**config.mk**
```make
export PLATFORM = sky130hd
export DESIGN_NAME = bipolar_bitserial_driver_flat
export DESIGN_NICKNAME = d
export VERILOG_FILES = /design/src/rtl/bipolar_bitserial_driver_pkg.sv /design/src/rtl/bipolar_bitserial_driver_if.sv /design/src/rtl/bipolar_bitserial_driver_bitplane_select.sv /design/src/rtl/bipolar_bitserial_driver.sv /design/src/flat_wrapper.sv
export SDC_FILE = /design/constraint.sdc
export NUM_CORES = 1
export LEC_CHECK = 0
export ABC_AREA = 1
export BUFFER_PORTS_ARGS = -buffer_cell sky130_fd_sc_hd__buf_2
export CAP_MARGIN = 20
export CORE_MARGIN = 5
export CORE_UTILIZATION = 30
export DETAILED_ROUTE_END_ITERATION = 16
export PLACE_DENSITY_LB_ADDON = 0.25
export SLEW_MARGIN = 20
export SYNTH_ARGS = -nofsm -noshare
export SYNTH_HDL_FRONTEND = slang
export SYNTH_HIERARCHICAL = 1
export SYNTH_SLANG_ARGS = --single-unit
```
**constraint.sdc**
```tcl
create_clock -name clk -period 3.6 [get_ports clk]
set_clock_uncertainty 0.05 [all_clocks]
set_input_delay 0 -clock clk [delete_from_list [all_inputs] [get_ports clk]]
set_output_delay 0 -clock clk [all_outputs]
set_load 0.02 [all_outputs]
```
**src/rtl/bipolar_bitserial_driver_pkg.sv**
```systemverilog
// bipolar_bitserial_driver_pkg: state encoding, plane index sizing and precision clamp shared by the driver files
package bipolar_bitserial_driver_pkg;
  localparam int DEF_IN_BITS = 8;
  localparam int DEF_NUM_LANES = 32;
  typedef enum logic {IDLE, STREAM} state_t;
  function automatic int idx_width(input int in_bits);
    return ($clog2(in_bits) > 4) ? $clog2(in_bits) : 4;
  endfunction
  // index of the final plane; out-of-range precisions fall back to the full width
  function automatic int last_plane(input logic [3:0] ib, input int in_bits);
    return (ib == 4'd0 || int'(ib) > in_bits) ? in_bits - 1 : int'(ib) - 1;
  endfunction
endpackage

```
**src/rtl/bipolar_bitserial_driver_if.sv**
```systemverilog
// bipolar_bitserial_driver_if: vector-in / plane-out handshake bundle; slave is the driver, master the surroundings
interface bipolar_bitserial_driver_if
  import bipolar_bitserial_driver_pkg::*;
#(
  parameter int IN_BITS = DEF_IN_BITS,
  parameter int NUM_LANES = DEF_NUM_LANES
);
  localparam int IDX_W = idx_width(IN_BITS);
  logic in_valid;
  logic in_ready;
  logic [NUM_LANES-1:0][IN_BITS-1:0] bipolar_p;
  logic [NUM_LANES-1:0][IN_BITS-1:0] bipolar_n;
  logic [3:0] input_bits;
  logic [NUM_LANES-1:0] wl_p;
  logic [NUM_LANES-1:0] wl_n;
  logic plane_valid;
  logic plane_ready;
  logic [IDX_W-1:0] plane_idx;
  logic plane_last;
  logic busy;
  modport slave (
    input in_valid, bipolar_p, bipolar_n, input_bits, plane_ready,
    output in_ready, wl_p, wl_n, plane_valid, plane_idx, plane_last, busy
  );
  modport master (
    output in_valid, bipolar_p, bipolar_n, input_bits, plane_ready,
    input in_ready, wl_p, wl_n, plane_valid, plane_idx, plane_last, busy
  );
endinterface

```
**src/rtl/bipolar_bitserial_driver_bitplane_select.sv**
```systemverilog
// bipolar_bitserial_driver_bitplane_select: picks bit-plane k across all lanes; with BITSERIAL_ZERO_SKIP_EN
// it also flags which planes carry any set bit
module bipolar_bitserial_driver_bitplane_select #(
  parameter int IN_BITS = 8,
  parameter int NUM_LANES = 32
) (
  input  logic [NUM_LANES-1:0][IN_BITS-1:0] p,
  input  logic [NUM_LANES-1:0][IN_BITS-1:0] n,
  input  logic [$clog2(IN_BITS)-1:0]        k,
  output logic [NUM_LANES-1:0]              plane_p,
  output logic [NUM_LANES-1:0]              plane_n
`ifdef BITSERIAL_ZERO_SKIP_EN
  ,
  output logic [IN_BITS-1:0]                nz
`endif
);
  logic [IN_BITS-1:0][NUM_LANES-1:0] tp, tn;
  for (genvar b = 0; b < IN_BITS; b++) begin : g_plane
    for (genvar l = 0; l < NUM_LANES; l++) begin : g_lane
      assign tp[b][l] = p[l][b];
      assign tn[b][l] = n[l][b];
    end
`ifdef BITSERIAL_ZERO_SKIP_EN
    assign nz[b] = |{tp[b], tn[b]};
`endif
  end
  assign plane_p = tp[k];
  assign plane_n = tn[k];
endmodule

```
**src/rtl/bipolar_bitserial_driver.sv**
```systemverilog
// bipolar_bitserial_driver: captures a bipolar p/n vector and streams it LSB plane first as wordline bits.
// Define BITSERIAL_ZERO_SKIP_EN to skip all-zero planes (the final plane is always emitted).
module bipolar_bitserial_driver
  import bipolar_bitserial_driver_pkg::*;
#(
  parameter int IN_BITS = DEF_IN_BITS,
  parameter int NUM_LANES = DEF_NUM_LANES
) (
  input logic clk,
  input logic nrst,
  bipolar_bitserial_driver_if.slave bus
);
  localparam int IDX_W = idx_width(IN_BITS);
  localparam int SW = $clog2(IN_BITS);
  state_t state, nxt_state;
  logic [NUM_LANES-1:0][IN_BITS-1:0] p_reg, n_reg, src_p, src_n;
  logic [NUM_LANES-1:0] sel_p, sel_n, wl_p, wl_n;
  logic [IDX_W-1:0] idx, last_q, nxt_idx, nxt_last, seek;
  logic in_ready, plane_valid, acc, fire, done;
  int start;
`ifdef BITSERIAL_ZERO_SKIP_EN
  logic [IN_BITS-1:0] nz;
`endif
  assign acc = bus.in_valid && in_ready;
  assign fire = plane_valid && bus.plane_ready;
  assign done = fire && idx == last_q;
  // on accept the plane logic looks straight at the incoming vector so the first plane lands one cycle later
  assign src_p = acc ? bus.bipolar_p : p_reg;
  assign src_n = acc ? bus.bipolar_n : n_reg;
  bipolar_bitserial_driver_bitplane_select #(
    .IN_BITS(IN_BITS),
    .NUM_LANES(NUM_LANES)
  ) u_select (
    .p(src_p),
    .n(src_n),
    .k(nxt_idx[SW-1:0]),
    .plane_p(sel_p),
    .plane_n(sel_n)
`ifdef BITSERIAL_ZERO_SKIP_EN
    ,
    .nz(nz)
`endif
  );
  always_comb begin
    nxt_last = acc ? IDX_W'(last_plane(bus.input_bits, IN_BITS)) : last_q;
    nxt_state = acc ? STREAM : done ? IDLE : state;
    start = acc ? 0 : int'(idx) + 1;
    seek = IDX_W'(start);
`ifdef BITSERIAL_ZERO_SKIP_EN
    seek = nxt_last;
    for (int j = IN_BITS - 1; j >= 0; j--)
      seek = (j >= start && j < int'(nxt_last) && nz[j]) ? IDX_W'(j) : seek;
`endif
    nxt_idx = done ? '0 : (acc || fire) ? seek : idx;
  end
  always_ff @(posedge clk or negedge nrst)
    if (!nrst) state <= IDLE;
    else state <= nxt_state;
  always_ff @(posedge clk or negedge nrst)
    if (!nrst) begin
      in_ready <= 1'b0;
      plane_valid <= 1'b0;
      idx <= '0;
      last_q <= '0;
      wl_p <= '0;
      wl_n <= '0;
      p_reg <= '0;
      n_reg <= '0;
    end else begin
      in_ready <= nxt_state == IDLE;
      plane_valid <= nxt_state == STREAM;
      idx <= nxt_idx;
      last_q <= nxt_last;
      wl_p <= nxt_state == STREAM ? sel_p : '0;
      wl_n <= nxt_state == STREAM ? sel_n : '0;
      p_reg <= src_p;
      n_reg <= src_n;
    end
  assign bus.in_ready = in_ready;
  assign bus.plane_valid = plane_valid;
  assign bus.plane_idx = idx;
  assign bus.wl_p = wl_p;
  assign bus.wl_n = wl_n;
  assign bus.plane_last = plane_valid && idx == last_q;
  assign bus.busy = state != IDLE;
endmodule

```
**src/flat_wrapper.sv**
```systemverilog
// flat-port wrapper written by rule: the top's interface ports become plain ports
module bipolar_bitserial_driver_flat import bipolar_bitserial_driver_pkg::*;
#(
  parameter int IN_BITS = DEF_IN_BITS,
  parameter int NUM_LANES = DEF_NUM_LANES
)
  (clk, nrst, bus_in_valid, bus_bipolar_p, bus_bipolar_n, bus_input_bits, bus_plane_ready, bus_in_ready, bus_wl_p, bus_wl_n, bus_plane_valid, bus_plane_idx, bus_plane_last, bus_busy);
  bipolar_bitserial_driver_if #(.IN_BITS(IN_BITS), .NUM_LANES(NUM_LANES)) bus_i ();
  input logic clk;
  input logic nrst;
  input wire logic [$bits(bus_i.in_valid)-1:0] bus_in_valid;
  input wire logic [$bits(bus_i.bipolar_p)-1:0] bus_bipolar_p;
  input wire logic [$bits(bus_i.bipolar_n)-1:0] bus_bipolar_n;
  input wire logic [$bits(bus_i.input_bits)-1:0] bus_input_bits;
  input wire logic [$bits(bus_i.plane_ready)-1:0] bus_plane_ready;
  output wire logic [$bits(bus_i.in_ready)-1:0] bus_in_ready;
  output wire logic [$bits(bus_i.wl_p)-1:0] bus_wl_p;
  output wire logic [$bits(bus_i.wl_n)-1:0] bus_wl_n;
  output wire logic [$bits(bus_i.plane_valid)-1:0] bus_plane_valid;
  output wire logic [$bits(bus_i.plane_idx)-1:0] bus_plane_idx;
  output wire logic [$bits(bus_i.plane_last)-1:0] bus_plane_last;
  output wire logic [$bits(bus_i.busy)-1:0] bus_busy;
  assign bus_i.in_valid = bus_in_valid;
  assign bus_i.bipolar_p = bus_bipolar_p;
  assign bus_i.bipolar_n = bus_bipolar_n;
  assign bus_i.input_bits = bus_input_bits;
  assign bus_i.plane_ready = bus_plane_ready;
  assign bus_in_ready = bus_i.in_ready;
  assign bus_wl_p = bus_i.wl_p;
  assign bus_wl_n = bus_i.wl_n;
  assign bus_plane_valid = bus_i.plane_valid;
  assign bus_plane_idx = bus_i.plane_idx;
  assign bus_plane_last = bus_i.plane_last;
  assign bus_busy = bus_i.busy;
  bipolar_bitserial_driver #(.IN_BITS(IN_BITS), .NUM_LANES(NUM_LANES)) u_core (.clk(clk), .nrst(nrst), .bus(bus_i));
endmodule
```
== Word level (Yosys, flattened, before mapping) ==
Index checks and enable logic that the tools add are counted.
W data, S select, Z words.
Word-level totals
  register bits after elaboration: 586
  output and inout bits: 72
Cells by class
  bitwise operators: 1
  reduce and logical (&&, ||, !) cells: 8
  equal/unequal tests: 1
  add/subtract/negate cells: 2
  mux-type cells: 14
  $lt $le $gt $ge: 2
Operators with widths (count)
  $mux W256: 2
  $bmux W32 S3: 2
  $mux W32: 4
  $mux W4: 4
  $add A4 B1 Y4 const B: 1
  $eq A4 B4 Y1: 1
  $gt A4 B4 Y1 const B: 1
  $logic_and A1 B1 Y1: 4
  $logic_not A4 Y1: 1
  $lt A3 B4 Y1 const B: 1
  $sub A4 B1 Y4 const B: 1
  $logic_or A1 B1 Y1: 2
  $mux W1: 2
  $reduce_bool A2 Y1: 1
  $not A1 Y1: 1

== Longest topological paths before layout ==
Gate-level depths: netlist of the first run.
  word-level depth: 7
  gate-level depth with buffers: 19
  depth with buffers taken out: 16

== Modules after synthesis ==
Netlist of the first run, hierarchy kept.
Modules (own cells, without submodules)
  bipolar_bitserial_driver: area each 21977.3 µm², cells an instance 2450, times used 1
  bipolar_bitserial_driver_bitplane_select: area each 6979.2 µm², cells an instance 1701, times used 1

== Worst setup path before layout of the first run ==
OpenSTA, ideal clock, no wires.
  path type: register -> register
  from: register u_core.in_ready, in the netlist u_core/bus.in_ready
  to: register u_core.wl_p[12], in the netlist u_core/bus.wl_p[12]
  stages on the path, launching flop included: 17
  path buffers: 4
  data arrival time: 1.881 ns
  required time: 3.419 ns
  path slack: 1.537 ns
  cell sequence: dfrtp_1 -> nand2_2 -> buf_2 -> nand2_1 -> o21ai_0 -> nand2_1 -> inv_1 -> buf_4 -> buf_4 -> buf_2 -> nand2_1 -> nand3_1 -> nand2_1 -> nand2_1 -> nand2_1 -> inv_1 -> a21oi_2
Between the ends
  cells in the longest elaborated chain, start to end: 7
  elaborated cells between the ends (all ways): 10
  classes of those cells: mux (8); reduce/logical (2)
Ends and longest elaborated chain
  start: declaration: RTL line bipolar_bitserial_driver.sv:19  | logic in_ready, plane_valid, acc, fire, done;
  start signal: assignment: RTL line bipolar_bitserial_driver.sv:61  | in_ready <= 1'b0;
  start signal: assignment: RTL line bipolar_bitserial_driver.sv:70  | in_ready <= nxt_state == IDLE;
  $logic_and A1 B1 Y1 (*): RTL line bipolar_bitserial_driver.sv:24  | assign acc = bus.in_valid && in_ready;
  $mux W4 or $logic_or A1 B1 Y1 (tied branches): RTL line bipolar_bitserial_driver.sv:47, bipolar_bitserial_driver.sv:54
  $mux W4 (*) (2 in series): RTL line bipolar_bitserial_driver.sv:54  | nxt_idx = done ? '0 : (acc || fire) ? seek : idx;
  net u_core.nxt_idx[0]: RTL line bipolar_bitserial_driver.sv:18  | logic [IDX_W-1:0] idx, last_q, nxt_idx, nxt_last, seek;
  $bmux W32 S3 (*): RTL line bipolar_bitserial_driver_bitplane_select.sv:27  | assign plane_p = tp[k];
  $mux W32 (not written as such) (*): RTL line bipolar_bitserial_driver_bitplane_select.sv:27
  net u_core.sel_p[12]: RTL line bipolar_bitserial_driver.sv:17  | logic [NUM_LANES-1:0] sel_p, sel_n, wl_p, wl_n;
  $mux W32 (*): RTL line bipolar_bitserial_driver.sv:74  | wl_p <= nxt_state == STREAM ? sel_p : '0;
  end signal: assignment: RTL line bipolar_bitserial_driver.sv:74
  end: declaration: RTL line bipolar_bitserial_driver.sv:17
Mark *: on every way through the listed nets, which the timed path passes. The rest lies on a longest branch. The select of a mux whose other input is x is not followed.
A chain may end at the register's enable or synchronous reset.

== Final worst setup path of the first run ==
  from: register u_core.plane_valid, in the netlist u_core/bus.plane_valid
  to: register u_core.wl_p[16], in the netlist u_core/bus.wl_p[16]
Between the ends
  cells in the longest elaborated chain, start to end: 7
  elaborated cells between the ends (all ways): 10
  classes of those cells: mux (7); reduce/logical (3)
Ends and longest elaborated chain
  start: declaration: RTL line bipolar_bitserial_driver.sv:19
  start signal: assignment: RTL line bipolar_bitserial_driver.sv:62  | plane_valid <= 1'b0;
  start signal: assignment: RTL line bipolar_bitserial_driver.sv:71  | plane_valid <= nxt_state == STREAM;
  $logic_and A1 B1 Y1 (*): RTL line bipolar_bitserial_driver.sv:25  | assign fire = plane_valid && bus.plane_ready;
  $logic_or A1 B1 Y1: RTL line bipolar_bitserial_driver.sv:54
  $mux W4: RTL line bipolar_bitserial_driver.sv:54
  $mux W4 (*): RTL line bipolar_bitserial_driver.sv:54
  net u_core.nxt_idx[0]: RTL line bipolar_bitserial_driver.sv:18
  $bmux W32 S3 (*): RTL line bipolar_bitserial_driver_bitplane_select.sv:27
  $mux W32 (not written as such) (*): RTL line bipolar_bitserial_driver_bitplane_select.sv:27
  net u_core.sel_p[16]: RTL line bipolar_bitserial_driver.sv:17
  $mux W32 (*): RTL line bipolar_bitserial_driver.sv:74
Marked as above.

==> flow_summary.yaml, run 1 <==
placement:
  io_buffer_count: 591
  dp.final_hpwl_um: 65000
  gpl.final_weighted_congestion: 0.791
  placedCellCount: 5841
timing:
  worst_slack_on_hold_paths_ns: 0.00554
  fmaxAchievable_mhz: 351
  report.final.hold_viol_count: 0
  rsz_0062_raised_after_global_routing: "no"
  final_setup_violation_count: 0
  relative_slew_slack: 0.185
  finalWorstPathRequiredPeriod_ns: 2.85
  tightest_slew_ns: 1.22
  period_share: 0.792
  finalMaxSlewViolations: 0
  final.setup.tns_ns: 0
synth:
  postSynthAreaPerCell_um2: 6.98
  netlist_area_um2: 29000
  synth.yosys.seq_area_share: 0.506
  post_synth_num_cell_types: 24
  yosysWarnings: 6
  mappedNetlistNets: 4673
  synth_seq_cells: 586
  syn_inst: 4151
worst_setup_path:
  r2r-start: "u_core/bus.plane_valid"
  crit_arrival_ns: 3.31
  r2r_slack_ns: 0.75
  critical_path.max_fanout: 90
  worstPathRequired_ns: 4.05
  timing_worst_setup_path_type: "register to register"
  critPathLaunchType: "register"
  ff2ff_path_depth: 17
  setup.worst_path.end_class: "register"
  crit_path_end: "u_core/bus.wl_p[16]"
  crit_path_start: "u_core/bus.plane_valid"
  timing.rr.end: "u_core/bus.wl_p[16]"
die:
  io_pins: 592
  die_h_um: 321
  die-area_um2: 103000
  floorplan.core_area_um2: 96300
  die_width_um: 321
  starting_density_of_the_core: 0.301
  rows: 114
final_layout:
  finalNetCount: 5711
  instances_no_fill: 6527
  drive_gt1_frac: 0.148
  multiInputGateArea_um2: 10800
  syn2layout_area_growth_pct: 41.4
  ff_latch_area_um2: 14700
  filler_cell_count: 9811
clock_tree:
  cts_sinks: 586
  insertion_delay_ns: 0.62
  cts-root-buf: "clkbuf_16"
  cts_tree: "done"
  cts.path.max_buffers: 3
  worst_setup_hold_path_clk_slew_ns: 0.06
  htreeDepth: 3
  cts-buffers-inserted: 73
run_status:
  result_of_the_run: "finished clean"
route:
  ant_nets: 0
  finalWirelength_um: 106000
  via_per_inst: 4.35
  drt-wirelength-per-cell_um: 16.2
  drcViolationCount: 0
  vias: 28400
  initialDrtViolationCount: 1689
  detail_route.first_pass.iterations: 5
power_and_ir_drop:
  total_power_w: 0.0341
  power_density_nw_per_um2: 833
  p_leak_nw: 23.4
  irDropWorstVdd_uv: 627
grt:
  grt_max_degree: 223
  global_route.usage.total: 0.201
  number_of_antenna_violations_at_the_first_check_in_global_routing: 6
  wire_length_of_the_first_global_routing_pass_um: 164000
  first_global_vias: 29100
  grt.overflow.total: 0
job:
  drv.max_cap_violation_count: 0
min_path:
  min-delay-path-class: "input port to async pin"
[Yosys cell counts]
| library cell | number | area share |
|---|---|---|
| nand3_1 | 260 | 0.045 |
| inv_2 | 4 | 0.00052 |
| nand2_2 | 2 | 0.00043 |
| a21oi_2 | 10 | 0.0030 |
| a22oi_1 | 2 | 0.00052 |
| buf_4 | 9 | 0.0023 |
| o211ai_1 | 1 | 0.00026 |
| nor2_2 | 1 | 0.00022 |
| o21ai_0 | 5 | 0.00086 |
| nor2_1 | 4 | 0.00052 |
| a211oi_1 | 1 | 0.00026 |
| clkbuf_1 | 54 | 0.0070 |
| xor2_1 | 1 | 0.00030 |
| buf_1 | 15 | 0.0019 |
| buf_2 | 119 | 0.021 |
| ha_1 | 2 | 0.00086 |
| a21oi_1 | 57 | 0.0099 |
| inv_4 | 1 | 0.00022 |
| inv_1 | 594 | 0.077 |
| dfrtp_1 | 586 | 0.51 |
| nand2_1 | 2393 | 0.31 |
| buf_8 | 1 | 0.00052 |
| nand3_2 | 1 | 0.00035 |
| buf_6 | 28 | 0.011 |
[logic make-up (layout without fill, tap and decap cells)]
logic type / count (synthesis) / in the layout / synth area share
fa+ha+maj: 2 / 2 / 0.000864
flops: 586 / 586 / 0.506
compound gates: 76 / 76 / 0.0148
simple gates: 2661 / 2661 / 0.357
other cells: 0 / 6 / 0
buf+inv: 825 / 1919 / 0.121
xor+xnor: 1 / 1 / 0.000303
[cell usage in the layout, fill, tap and decap left out, types with 4 or more instances in the layout]
master	count
a21oi_1	57
a21oi_2	10
buf_12	28
buf_2	590
buf_4	21
clkbuf_1	19
clkbuf_16	77
clkbuf_8	16
clkinv_2	14
dfrtp_1	586
diode_2	6
dlygate4sd3_1	549
inv_1	590
inv_6	4
nand2_1	2393
nand3_1	260
nor2_1	4
o21ai_0	5
[how the worst min path moves through the flow]
stage | startpoint | end | cells past startpoint
finish | nrst | u_core/n_reg[136] | 2
global route | bus_bipolar_p[48] | u_core/p_reg[48] | 4
CTS | bus_bipolar_p[46] | u_core/p_reg[46] | 4
detailed placement | nrst | u_core/n_reg[136] | 1
global placement | nrst | u_core/n_reg[138] | 1
floorplan | nrst | u_core/bus.in_ready | 0
[routing by layer]
metal | vias up | part of all wire | track usage
li1 | 14200 | - | -
met2 | 774 | 0.47 | 0.334
met1 | 13100 | 0.43 | 0.251
met3 | 278 | 0.048 | 0.0369
met5 | - | 0.00012 | 0
met4 | 2 | 0.054 | 0.102
[report_power, final]
| group | internal, W | total (W) | switching, W | leakage (nW) |
|---|---|---|---|---|
| Sequential | 0.00966 | 0.0106 | 0.000910 | 7.30 |
| Clock | 0.00445 | 0.00736 | 0.00291 | 1.19 |
| Combinational | 0.00562 | 0.0162 | 0.0106 | 14.9 |
[worst max-delay path, cell delays in order, from the launching register on]
cell,delay [ns]
dfrtp_1,0.59
nand2_1,0.13
inv_1,0.13
nand2_1,0.06
inv_1,0.09
nand2_1,0.05
o21ai_0,0.06
nand2_1,0.15
inv_8,0.10
buf_12,0.40
buf_4,0.39
nand2_1,0.09
nand3_1,0.08
nand2_1,0.07
nand2_1,0.07
nand2_1,0.06
inv_1,0.07
a21oi_2,0.03
[layout make-up]
class / count / area share
flip-flops and latches: 586 / 0.358
diodes: 6 / 0.000367
repair buffers: 1189 / 0.224
well taps: 1276 / 0.0390
multi-input cells: 2740 / 0.264
inverters: 599 / 0.0558
clock buffers: 112 / 0.0542
clock inverters: 19 / 0.00449
[stage by stage]
stage	cell area (um2)	setup slack, ns	util
6_report	41000	0.750	0.425
5_1_grt	40900	0.474	0.425
4_1_cts	40900	0.771	0.425
3_5_place_dp	33000	0.786	0.343
3_3_place_gp	33000	0.776	0.343
2_1_floorplan	29000	1.54	-
[timing repair]
| item | CTS | global route |
|---|---|---|
| buffers inserted | 0 | 0 |
| gates resized for setup | 0 | 0 |
| hold endpoints to repair | 673 | 0 |
| hold buffers | 549 | 0 |
Power figures use the tool's default switching activity.
==> inputs of run 2 (changes only) <==
--- a/config.mk
+++ b/config.mk
@@ -5,7 +5,7 @@
 export SDC_FILE = /design/constraint.sdc
 export NUM_CORES = 1
 export LEC_CHECK = 0
-export ABC_AREA = 1
+export ABC_AREA = 0
 export BUFFER_PORTS_ARGS = -buffer_cell sky130_fd_sc_hd__buf_2
 export CAP_MARGIN = 20
 export CORE_MARGIN = 5
==> constraint.sdc (replaced) <==
create_clock -name clk -period 2.5 [get_ports clk]
set_clock_uncertainty 0.05 [all_clocks]
set_input_delay 0 -clock clk [delete_from_list [all_inputs] [get_ports clk]]
set_output_delay 0 -clock clk [all_outputs]
set_load 0.02 [all_outputs]
==> run 2 against run 1 <==
  * The run now ends with negative setup slack left
  * Sequential power is 42% higher
  * Maximum frequency is 9.4% higher
  * Sequential share of layout area is 1.6 points higher
  * Synthesized cell count is 36% lower
  * Register-to-register slack worse by 0.86 ns
  * Final cell count is 23% lower
  * Area after synthesis is 11% lower
  * Critical path type unchanged
==> flow_summary.yaml, run 2 <==
min_path:
  whs_endpoint: "u_core/p_reg[65]"
  hold-path-cell-count: 4
  worstHoldStart: "bus_bipolar_p[65]"
  min-delay-path-class: "input port to register"
route:
  drt-wirelength-per-cell_um: 19.3
  drcViolationCount: 0
  via_per_inst: 4.58
  ant_nets: 0
  vias: 23000
  detail_route.first_pass.iterations: 5
  initialDrtViolationCount: 1357
  finalWirelength_um: 96700
timing:
  report.final.hold_viol_count: 0
  finalWorstPathRequiredPeriod_ns: 2.61
  final_setup_violation_count: 64
  final_worst_slack_ns: -0.106
  tightest_slew_ns: 0.809
  period_share: 1.04
  fmaxAchievable_mhz: 384
  finalMaxSlewViolations: 0
  relative_slew_slack: 0.461
  rsz_0062_raised_after_global_routing: "yes"
power_and_ir_drop:
  p_leak_nw: 20.0
  clockPowerShare: 0.226
  irDropWorstVdd_uv: 559
  power.internal_w: 0.0297
  total_switching_power_w: 0.0159
  power_density_nw_per_um2: 1160
  power.switching_fraction: 0.349
  share_comb_of_total_power: 0.442
  sequential_group_share_of_total_power: 0.332
job:
  drv.max_cap_violation_count: 0
final_layout:
  finalNetCount: 4344
  drive_gt1_frac: 0.277
  finish.instance_area_um2: 39200
  filler_cell_count: 7841
  ff_latch_area_um2: 14700
  syn2layout_area_growth_pct: 52.7
  layout.cells.most_common: "nand2_1"
  instances_no_fill: 5015
  multiInputGateArea_um2: 10500
  mostFrequentLayoutCells: "nand2_1, buf_2, dfrtp_1"
clock_tree:
  worst_setup_hold_path_clk_slew_ns: 0.06
  cts.path.max_buffers: 3
  cts_tree: "done"
  cts-buffers-inserted: 67
  insertion_delay_ns: 0.60
  cts_sinks: 586
  cts-root-buf: "clkbuf_16"
  htreeDepth: 3
worst_setup_path:
  ff2ff_path_depth: 10
  worstPathRequired_ns: 2.89
  r2r_slack_ns: -0.11
  timing_worst_setup_path_type: "register to register"
  critical_path.max_fanout: 8
  timing.rr.end: "u_core/bus.wl_n[11]"
  crit_arrival_ns: 3.00
  critPathLaunchType: "register"
  r2r-start: "u_core/bus.plane_idx[2]"
  setup.worst_path.end_class: "register"
die:
  die_h_um: 303
  io_pins: 592
  starting_density_of_the_core: 0.302
  die_width_um: 303
  floorplan.core_area_um2: 85000
  rows: 107
  die-area_um2: 91600
grt:
  grt.overflow.total: 0
  global_route.usage.total: 0.203
  number_of_antenna_violations_at_the_first_check_in_global_routing: 1
  wire_length_of_the_first_global_routing_pass_um: 143000
  first_global_vias: 24600
  grt_max_degree: 92
placement:
  io_buffer_count: 591
  dpl_worst_slack_ns: -0.154
  placedCellCount: 4340
  gpl.final_weighted_congestion: 0.789
  dp.final_hpwl_um: 61800
  placed_instance_area_um2: 30700
synth:
  yosys-top-cells-count: "nand2_1, dfrtp_1, mux4_2"
  yosys_top_cell_by_area: "dfrtp_1"
  synth_seq_cells: 586
  synth_top_cells_by_area: "dfrtp_1, nand2_1, mux4_2"
  post-synth-top-area-fraction: 0.571
  postSynthAreaPerCell_um2: 9.65
  synth_async_sr_flop_share: 1.00
  mappedNetlistNets: 3184
  synth.yosys.seq_area_share: 0.571
  syn_inst: 2662
  post_synth_num_cell_types: 30
  netlist_area_um2: 25700
  yosysWarnings: 6
  synth.most_common_cell: "nand2_1"
  ys_dominant_reg_cell: "dfrtp_1"
  synth_edf_count: 0
run_status:
  violations_in_the_final_reports: "negative setup slack"
  result_of_the_run: "finished, violations left"
run 2: changes by cell type in the layout (fill, tap and decap cells not counted), moves of 10 or more:
cell and change:
buf_6 +10, dlygate4sd3_1 -25, nand3_1 -255, buf_16 +18
buf_4 +55, inv_1 -588, mux2_4 +18, nand2_2 +11
mux4_2 +128, nand2_1 -800, mux2_2 +46
run 2: worst max path at each step:
stage	start	end	slack, ns	cells past startpoint
2_1_floorplan	u_core/bus.plane_idx[2]	u_core/bus.wl_n[11]	-0.11	10
3_3_place_gp	u_core/bus.plane_valid	u_core/bus.wl_n[13]	-0.10	9
3_5_place_dp	u_core/bus.plane_valid	u_core/bus.wl_n[14]	-0.15	9
4_1_cts	u_core/bus.plane_idx[3]	u_core/bus.wl_p[25]	-0.13	9
5_1_grt	u_core/bus.plane_idx[2]	u_core/bus.wl_n[5]	-0.17	10
6_report	u_core/bus.plane_idx[2]	u_core/bus.wl_n[11]	-0.11	10
run 2: repair_timing:
action	in CTS	in global routing
setup endpoints to repair	65	65
pin swaps	5	5
endpoints found under the hold margin	1052	0
gates cloned	10	9
hold buffers	524	0
gates resized for setup	41	54
buffers inserted	13	6
run 2: per-layer routing:
layer  part of all wire  track usage  routed length [um]
met1               0.44        0.271               42200
met2               0.47        0.337               45800
met3              0.054       0.0319                5260
met4              0.035       0.0750                3420
met5                  0            0                   0
run 2: cell families after synthesis:
kind of cell    synth area share
buf+inv                   0.0304
mux                        0.141
flops                      0.571
fa+ha+maj               0.000974
xor+xnor                 0.00205
simple gates               0.239
compound gates            0.0163
run 2: through the flow:
| step | setup TNS [ns] | utilization | hold WS, ns | power [W] |
|---|---|---|---|---|
| floorplan | -6.81 | - | -0.346 | 0.0274 |
| global placement | -4.01 | 0.361 | 0.0533 | 0.0326 |
| detailed placement | -7.11 | 0.361 | 0.0443 | 0.0329 |
| CTS | -6.18 | 0.457 | 0.0437 | 0.0452 |
| global route | -9.53 | 0.461 | 0.0751 | 0.0486 |
| finish | -3.79 | 0.461 | 0.0997 | 0.0456 |
run 2: layout make-up:
cell class	count	area share
repair buffers	1263	0.263
flip-flops and latches	586	0.374
clock buffers	98	0.0503
clock inverters	19	0.00884
multi-input cells	1902	0.267
well taps	1144	0.0365
diodes	1	0.0000638
inverters	2	0.000191
run 2: critical path: stages, from the launching register on:
cell and delay [ns]:
dfrtp_2 0.42, xor2_2 0.19, nor4_4 0.38, o31ai_4 0.11
buf_6 0.14, buf_16 0.17, buf_16 0.17, mux4_2 0.44
mux2_4 0.28, nand2_2 0.05, a21oi_1 0.04
run 2: power groups by stage:
| stage | logic [W] | registers [W] | clock network, W |
|---|---|---|---|
| after floorplan | 0.0119 | 0.0155 | 0 |
| after CTS | 0.0195 | 0.0152 | 0.0106 |
| final | 0.0201 | 0.0151 | 0.0103 |
| after detailed placement | 0.0176 | 0.0153 | 0 |
| after global routing | 0.0221 | 0.0155 | 0.0110 |
| after global placement | 0.0174 | 0.0152 | 0 |
